===== src/rtl/pc_sequencer_if.sv =====
// pc_sequencer_if -- bundle between the control decoder side (master) and
// the instruction-address sequencer (slave).
//
// Signals:
//   flag_pc[1:0]  PC action: 0 hold/halt, 1 increment, 2 jump, 3 delay+increment
//   flag_jr       jump source select: 1 = reg_addr, 0 = jump_addr
//   led_in        IN instruction active
//   in_confirm    operator confirm pulse
//   jump_addr     immediate jump target
//   reg_addr      register jump target
//   irq_req       interrupt request (level)
//   irq_done      end-of-service pulse
//   pc            current instruction address
//   interruption  high while servicing an interrupt
//   saved_pc      return address captured at interrupt entry
//   delay_busy    high while in the delay state
//   in_wait       high while waiting for operator confirm
//   halted        high while halted
//   instr_count   retired-address-update counter (PC_SEQ_INSTR_COUNT_EN only)
//
// Handshake semantics: there is no valid/ready pair on this bundle. Every
// input is sampled on each rising clock edge. in_confirm and irq_done are
// one-cycle pulses that only take effect in the state that waits for them
// (WAIT_IN and IRQ respectively) and are ignored anywhere else. irq_req is a
// level that is honoured only in RUN or HALT and otherwise stays pending.
//
// Optional feature macro: PC_SEQ_INSTR_COUNT_EN adds instr_count.

interface pc_sequencer_if #(
  parameter int ADDR_W = 8
);
  logic [1:0]        flag_pc;
  logic              flag_jr;
  logic              led_in;
  logic              in_confirm;
  logic [ADDR_W-1:0] jump_addr;
  logic [ADDR_W-1:0] reg_addr;
  logic              irq_req;
  logic              irq_done;

  logic [ADDR_W-1:0] pc;
  logic              interruption;
  logic [ADDR_W-1:0] saved_pc;
  logic              delay_busy;
  logic              in_wait;
  logic              halted;
`ifdef PC_SEQ_INSTR_COUNT_EN
  logic [31:0]       instr_count;
`endif

`ifdef PC_SEQ_INSTR_COUNT_EN
  modport master (
    output flag_pc, flag_jr, led_in, in_confirm, jump_addr, reg_addr,
           irq_req, irq_done,
    input  pc, interruption, saved_pc, delay_busy, in_wait, halted,
           instr_count
  );

  modport slave (
    input  flag_pc, flag_jr, led_in, in_confirm, jump_addr, reg_addr,
           irq_req, irq_done,
    output pc, interruption, saved_pc, delay_busy, in_wait, halted,
           instr_count
  );
`else
  modport master (
    output flag_pc, flag_jr, led_in, in_confirm, jump_addr, reg_addr,
           irq_req, irq_done,
    input  pc, interruption, saved_pc, delay_busy, in_wait, halted
  );

  modport slave (
    input  flag_pc, flag_jr, led_in, in_confirm, jump_addr, reg_addr,
           irq_req, irq_done,
    output pc, interruption, saved_pc, delay_busy, in_wait, halted
  );
`endif
endinterface


===== src/rtl/pc_sequencer.sv =====
// pc_sequencer -- instruction-address sequencer.
//
// Consumes the decoded control flags and drives the instruction-memory
// address. Owns all multi-cycle PC behaviour: the DELAY wait, the IN
// operator-confirm wait, HALT, and interrupt entry/return. interruption is
// fed back to the control decoder, which idles its flags while it is high.
//
// Ports:
//   clock      input   system clock, rising edge
//   reset      input   synchronous, active-high reset
//   bus        pc_sequencer_if.slave (flags, addresses, irq, pc and status)
//   state_dbg  output  current FSM state encoding (debug visibility)
//
// Parameters:
//   ADDR_W        width of pc, jump and saved addresses
//   DELAY_CYCLES  cycles spent in DELAY (0 behaves as 1)
//   CNT_W         delay counter width; must hold DELAY_CYCLES
//
// Optional feature macro: PC_SEQ_INSTR_COUNT_EN adds bus.instr_count, a
// 32-bit count of pc updates from RUN, DELAY completion and WAIT_IN confirm.
//
// All outputs are registers; nothing on the bus flows combinationally from
// an input to an output.

module pc_sequencer #(
  parameter int ADDR_W       = 8,
  parameter int DELAY_CYCLES = 50000000,
  parameter int CNT_W        = 32
) (
  input  logic         clock,
  input  logic         reset,
  pc_sequencer_if.slave bus,
  output logic [2:0]   state_dbg
);

  typedef enum logic [2:0] {
    ST_RUN     = 3'd0,
    ST_DELAY   = 3'd1,
    ST_WAIT_IN = 3'd2,
    ST_HALT    = 3'd3,
    ST_IRQ     = 3'd4
  } state_t;

  // Counter load value: the counter counts down to zero inclusive, so the
  // DELAY state lasts DELAY_LOAD+1 cycles. A zero delay is treated as one.
  localparam logic [CNT_W-1:0] DELAY_LOAD =
    (DELAY_CYCLES <= 1) ? '0 : CNT_W'(DELAY_CYCLES - 1);

  localparam logic [1:0] PC_HOLD  = 2'd0;
  localparam logic [1:0] PC_INC   = 2'd1;
  localparam logic [1:0] PC_JUMP  = 2'd2;
  localparam logic [1:0] PC_DELAY = 2'd3;

  state_t            state_q, state_n;
  logic [ADDR_W-1:0] pc_q, pc_n;
  logic [ADDR_W-1:0] saved_q, saved_n;
  logic [CNT_W-1:0]  cnt_q, cnt_n;
  logic              adv;

  logic              delay_busy_q;
  logic              in_wait_q;
  logic              halted_q;
  logic              interruption_q;

  logic [ADDR_W-1:0] pc_inc;
  assign pc_inc = pc_q + ADDR_W'(1);  // wraps modulo 2^ADDR_W

  // Next-state / next-pc decision. adv marks an edge that counts as an
  // instruction-address update (not the IRQ return).
  always_comb begin
    state_n = state_q;
    pc_n    = pc_q;
    saved_n = saved_q;
    cnt_n   = cnt_q;
    adv     = 1'b0;

    case (state_q)
      ST_RUN: begin
        case (bus.flag_pc)
          PC_HOLD: begin
            state_n = ST_HALT;
          end
          PC_INC: begin
            if (bus.led_in) begin
              state_n = ST_WAIT_IN;
            end else begin
              pc_n = pc_inc;
              adv  = 1'b1;
            end
          end
          PC_JUMP: begin
            pc_n = bus.flag_jr ? bus.reg_addr : bus.jump_addr;
            adv  = 1'b1;
          end
          PC_DELAY: begin
            cnt_n   = DELAY_LOAD;
            state_n = ST_DELAY;
          end
          default: ;
        endcase
        // The flag-driven pc update of this edge still happens; the
        // interrupt then returns to the address it produced.
        if (bus.irq_req) begin
          saved_n = pc_n;
          state_n = ST_IRQ;
        end
      end

      ST_DELAY: begin
        if (cnt_q == '0) begin
          pc_n    = pc_inc;
          adv     = 1'b1;
          state_n = ST_RUN;
        end else begin
          cnt_n = cnt_q - CNT_W'(1);
        end
      end

      ST_WAIT_IN: begin
        if (bus.in_confirm) begin
          pc_n    = pc_inc;
          adv     = 1'b1;
          state_n = ST_RUN;
        end
      end

      ST_HALT: begin
        if (bus.irq_req) begin
          saved_n = pc_q;
          state_n = ST_IRQ;
        end
      end

      ST_IRQ: begin
        // Always resume in RUN, even when the interrupt was taken from HALT.
        if (bus.irq_done) begin
          pc_n    = saved_q;
          state_n = ST_RUN;
        end
      end

      default: begin
        state_n = ST_RUN;
      end
    endcase
  end

  // State, datapath and registered one-hot status flags.
  always_ff @(posedge clock) begin
    if (reset) begin
      state_q        <= ST_RUN;
      pc_q           <= '0;
      saved_q        <= '0;
      cnt_q          <= '0;
      delay_busy_q   <= 1'b0;
      in_wait_q      <= 1'b0;
      halted_q       <= 1'b0;
      interruption_q <= 1'b0;
    end else begin
      state_q        <= state_n;
      pc_q           <= pc_n;
      saved_q        <= saved_n;
      cnt_q          <= cnt_n;
      delay_busy_q   <= (state_n == ST_DELAY);
      in_wait_q      <= (state_n == ST_WAIT_IN);
      halted_q       <= (state_n == ST_HALT);
      interruption_q <= (state_n == ST_IRQ);
    end
  end

`ifdef PC_SEQ_INSTR_COUNT_EN
  logic [31:0] instr_count_q;

  always_ff @(posedge clock) begin
    if (reset) begin
      instr_count_q <= '0;
    end else if (adv) begin
      instr_count_q <= instr_count_q + 32'd1;
    end
  end

  assign bus.instr_count = instr_count_q;
`else
  // adv only feeds the optional counter; keep it visibly consumed.
  logic adv_unused;
  assign adv_unused = adv;
`endif

  assign bus.pc           = pc_q;
  assign bus.saved_pc     = saved_q;
  assign bus.delay_busy   = delay_busy_q;
  assign bus.in_wait      = in_wait_q;
  assign bus.halted       = halted_q;
  assign bus.interruption = interruption_q;
  assign state_dbg        = state_q;

endmodule


===== src/flat_wrapper.sv =====
// flat-port wrapper written by rule: the top's interface ports become plain ports
module pc_sequencer_flat 
#(
  parameter int ADDR_W       = 8,
  parameter int DELAY_CYCLES = 50000000,
  parameter int CNT_W        = 32
)
  (clock, reset, state_dbg, bus_flag_pc, bus_flag_jr, bus_led_in, bus_in_confirm, bus_jump_addr, bus_reg_addr, bus_irq_req, bus_irq_done, bus_pc, bus_interruption, bus_saved_pc, bus_delay_busy, bus_in_wait, bus_halted);
  pc_sequencer_if #(.ADDR_W(ADDR_W)) bus_i ();
  input  logic clock;
  input  logic reset;
  output logic [2:0] state_dbg;
  input wire logic [$bits(bus_i.flag_pc)-1:0] bus_flag_pc;
  input wire logic [$bits(bus_i.flag_jr)-1:0] bus_flag_jr;
  input wire logic [$bits(bus_i.led_in)-1:0] bus_led_in;
  input wire logic [$bits(bus_i.in_confirm)-1:0] bus_in_confirm;
  input wire logic [$bits(bus_i.jump_addr)-1:0] bus_jump_addr;
  input wire logic [$bits(bus_i.reg_addr)-1:0] bus_reg_addr;
  input wire logic [$bits(bus_i.irq_req)-1:0] bus_irq_req;
  input wire logic [$bits(bus_i.irq_done)-1:0] bus_irq_done;
  output wire logic [$bits(bus_i.pc)-1:0] bus_pc;
  output wire logic [$bits(bus_i.interruption)-1:0] bus_interruption;
  output wire logic [$bits(bus_i.saved_pc)-1:0] bus_saved_pc;
  output wire logic [$bits(bus_i.delay_busy)-1:0] bus_delay_busy;
  output wire logic [$bits(bus_i.in_wait)-1:0] bus_in_wait;
  output wire logic [$bits(bus_i.halted)-1:0] bus_halted;
  assign bus_i.flag_pc = bus_flag_pc;
  assign bus_i.flag_jr = bus_flag_jr;
  assign bus_i.led_in = bus_led_in;
  assign bus_i.in_confirm = bus_in_confirm;
  assign bus_i.jump_addr = bus_jump_addr;
  assign bus_i.reg_addr = bus_reg_addr;
  assign bus_i.irq_req = bus_irq_req;
  assign bus_i.irq_done = bus_irq_done;
  assign bus_pc = bus_i.pc;
  assign bus_interruption = bus_i.interruption;
  assign bus_saved_pc = bus_i.saved_pc;
  assign bus_delay_busy = bus_i.delay_busy;
  assign bus_in_wait = bus_i.in_wait;
  assign bus_halted = bus_i.halted;
  pc_sequencer #(.ADDR_W(ADDR_W), .DELAY_CYCLES(DELAY_CYCLES), .CNT_W(CNT_W)) u_core (.clock(clock), .reset(reset), .bus(bus_i), .state_dbg(state_dbg));
endmodule

===== config.mk =====
export PLATFORM = sky130hd
export DESIGN_NAME = pc_sequencer_flat
export DESIGN_NICKNAME = d
export VERILOG_FILES = /design/src/rtl/pc_sequencer_if.sv /design/src/rtl/pc_sequencer.sv /design/src/flat_wrapper.sv
export SDC_FILE = /design/constraint.sdc
export NUM_CORES = 1
export LEC_CHECK = 0
export BUFFER_PORTS_ARGS = -buffer_cell sky130_fd_sc_hd__clkbuf_2
export CORE_MARGIN = 1.5
export CORE_UTILIZATION = 44
export DETAILED_ROUTE_END_ITERATION = 7
export PLACE_DENSITY = 0.71
export RECOVER_POWER = 25
export SLEW_MARGIN = 40
export SYNTH_ARGS = -nofsm -noshare
export SYNTH_HDL_FRONTEND = slang
export SYNTH_SLANG_ARGS = --single-unit

===== constraint.sdc =====
create_clock -name clock -period 2.8 [get_ports clock]
set_clock_uncertainty 0.1 [all_clocks]
set_input_delay 0.56 -clock clock [delete_from_list [all_inputs] [get_ports clock]]
set_output_delay 0.56 -clock clock [all_outputs]
set_load 0.1 [all_outputs]

==> impl_metrics.yaml <==
setup_path:
  crit_path_end_kind: "flop"
  ff2ff_path_depth: 7
  worst-path-stages: 7
  crit_top_cell: "or4_4"
  worstSetupPathType: "reg2reg"
  crit_family: "simple AND/OR/NAND/NOR gates"
  cp-start-kind: "flop"
  worst_path_largest_cell_delay_ns: 0.59
  worstPathArrival_ns: 2.93
  cp_num_buf_inv: 1
  cp_slowest_cell: "o41a_4"
  path_cells: "or4_4 > or4_4 > o41a_4 > nor2_8 > buf_4 > nor2_1 > a211oi_2"
  critPathRequiredTime_ns: 2.94
  worst-path-max-fanout: 8
clock_network:
  cts_tree: "yes"
  cts_buffer_depth: 2
  clk_pin_slew_ns: 0.11
  cts_buffers: 5
  clkSinkCount: 55
  htreeDepth: 2
  cts.hold.buffers_added: 0
  clockRootBuffer: "clkbuf_8"
  clk_latency_ns: 0.32
sta:
  rsz0062_at_grt: "true"
  max_freq_mhz: 358.8
  final-hold-violation-count: 0
  tightest_slew_ns: 1.178
  maxSlewViolCount: 0
  period_minus_slack_ns: 2.787
  relSlewSlack_pct: 21.79
  setup_violations: 0
  finalWorstSetupSlack_ns: 0.01300
  fin_tns_setup_ns: 0
  finalCritPeriodShare_pct: 99.54
logic_synthesis:
  synth_ff_type: "dfxtp_1"
  yosysWarnings: 0
  async_flop_share_pct: 0
  yosys-top-cells-area: "dfxtp_1, xnor2_1, nor2_1"
  avgSynthCellArea_sq_um: 8.257
  ys_seq_elements: 55
  synth_top_area_share_pct: 33.59
  yosysSeqAreaShare_pct: 33.59
  synth_cell_types: 59
  synth_edf_count: 0
  synth_fp_nets: 429
  synth.most_common_cell: "dfxtp_1"
  syn-cell-area_sq_mm: 0.003278
  synth_area_leader_cell: "dfxtp_1"
  syn_inst: 397
  synth_common_cells: "dfxtp_1, nor2_1, a21oi_1, xnor2_1"
route:
  viasPerCell: 5.725
  wl_per_cell_um: 15.59
  drc: 0
  drt_iter0_markers: 209
  ant_nets: 0
  finalWirelength_um: 8621
  via_count: 3166
  dr.pass1.iters: 5
cells_and_area:
  insertedDiodeCount: 0
  multiInputGateArea_sq_mm: 0.002058
  synthToLayoutAreaGrowth_pct: 18.66
  register_area_sq_mm: 0.001106
  drive_gt1_share_pct: 20.70
  num-fill-cells: 698
  final_nets: 485
grt:
  groute.usage.overall_pct: 22.90
  antenna_found_initial: 0
  grt.overflow.total: 0
  grt_pass1_wl_um: 14240
  grt_max_degree: 21
  first_global_vias: 2972
hold_path:
  min_path_cells: 2
  hold_path.class: "reg2reg"
flow_run:
  max_cap_viol_count: 0
floorplan:
  coreArea_sq_mm: 0.007214
  rows: 31
  die_w_um: 89.32
  die_h_um: 89.32
  start_util_pct: 45.44
  dieArea_sq_mm: 0.007977
  pin_count: 48
placed_design:
  hpwl_um: 6346
  port_buffers: 47
  gp_congestion: 0.8775
  dp_slack_ns: -0.01212
pwr:
  p_per_area_mw_per_mm2: 621.8
  peakVddDrop_v: 0.0003230
  p_leak_nw: 1.499
status:
  status: "finished, final reports clean"
area by class of cell:
| type | instances | share of cell area, % |
|---|---|---|
| Sequential cell | 55 | 28.43 |
| Clock inverter | 3 | 1.737 |
| Tap cell | 99 | 3.184 |
| Inverter | 11 | 1.061 |
| Timing Repair Buffer | 72 | 10.90 |
| Multi-Input combinational cell | 308 | 52.91 |
| Clock buffer | 5 | 1.769 |
report_power, final:
group / switching, mW / internal (mW)
combinational: 0.565 / 0.294
sequential: 0.0851 / 0.846
clock: 0.272 / 0.357
total: 0.922 / 1.50
state kept, by name, indices dropped and copies added, names as in the netlist:
signal	flops
u_core.bus.in_wait	1
u_core.bus.saved_pc	8
u_core.bus.delay_busy	1
u_core.bus.interruption	1
u_core.state_dbg	3
u_core.bus.pc	8
u_core.cnt_q	32
u_core.bus.halted	1
layout by cell type (no fill, tap or decap), types with 5 or more instances in the layout:
master,instances
mux2i_1,6
buf_4,22
nand3_1,12
nor2b_1,5
dfxtp_1,51
o21ai_0,10
nor4_1,8
a211oi_1,11
or2_2,8
inv_1,11
xnor2_1,25
a22o_1,7
or3_1,10
nand2_1,20
xor2_1,8
and2_1,5
nor2_1,47
clkbuf_8,5
nand2b_1,6
clkbuf_2,32
ha_1,7
nor3_1,20
clkbuf_1,15
a21oi_1,33
kinds of logic (layout without fill, tap and decap cells):
group	count (synthesis)	after routing	share of synthesized area, %
fa+ha+maj	7	7	2.672
buf+inv	34	91	4.237
flops	55	55	33.59
xor+xnor	33	33	8.817
mux	10	10	3.206
simple gates	163	163	26.87
compound gates	95	95	20.61
per-stage QoR:
step	utilization (%)	cells	instance area, sq um	hold WS [ns]	power, mW
after global placement	51.14	538	3690	0.3917	1.748
final	53.92	553	3890	0.4157	2.419
after floorplan	-	397	3281	0.3681	1.545
after detailed placement	51.14	538	3690	0.3975	1.760
after global routing	53.92	553	3890	0.4436	2.531
after CTS	53.82	552	3882	0.4182	2.411
tightest hold or removal path, stage by stage, from the launching register on:
cell and delay, ns:
dfxtp_1 0.35, o31ai_1 0.07, a21oi_1 0.06
what timing repair did:
action                     4_1_cts  5_1_grt
buffers inserted                 6        1
cloned                           0        0
resized for setup                1        6
setup endpoints to repair        4       17
pin swaps                        1       10
per-layer routing:
| metal | global-route usage [%] | wire, um | up-vias |
|---|---|---|---|
| met5 | 0 | 0 | - |
| met4 | 8.531 | 154 | 0 |
| met3 | 4.524 | 547 | 19 |
| met2 | 35.95 | 3965 | 127 |
| met1 | 31.12 | 3953 | 1466 |
| li1 | - | - | 1554 |
worst paths after layout:
check | end | slack (ns) | startpoint
hold / removal | u_core.cnt_q[7] | 0.42 | u_core.cnt_q[7]
setup / recovery | u_core.bus.pc[1] | 0.01 | u_core.cnt_q[16]
setup reg to reg | u_core.bus.pc[1] | 0.01 | u_core.cnt_q[16]
hold reg to reg | u_core.cnt_q[7] | 0.42 | u_core.cnt_q[7]
No activity file was read; power rests on OpenSTA's default activity.
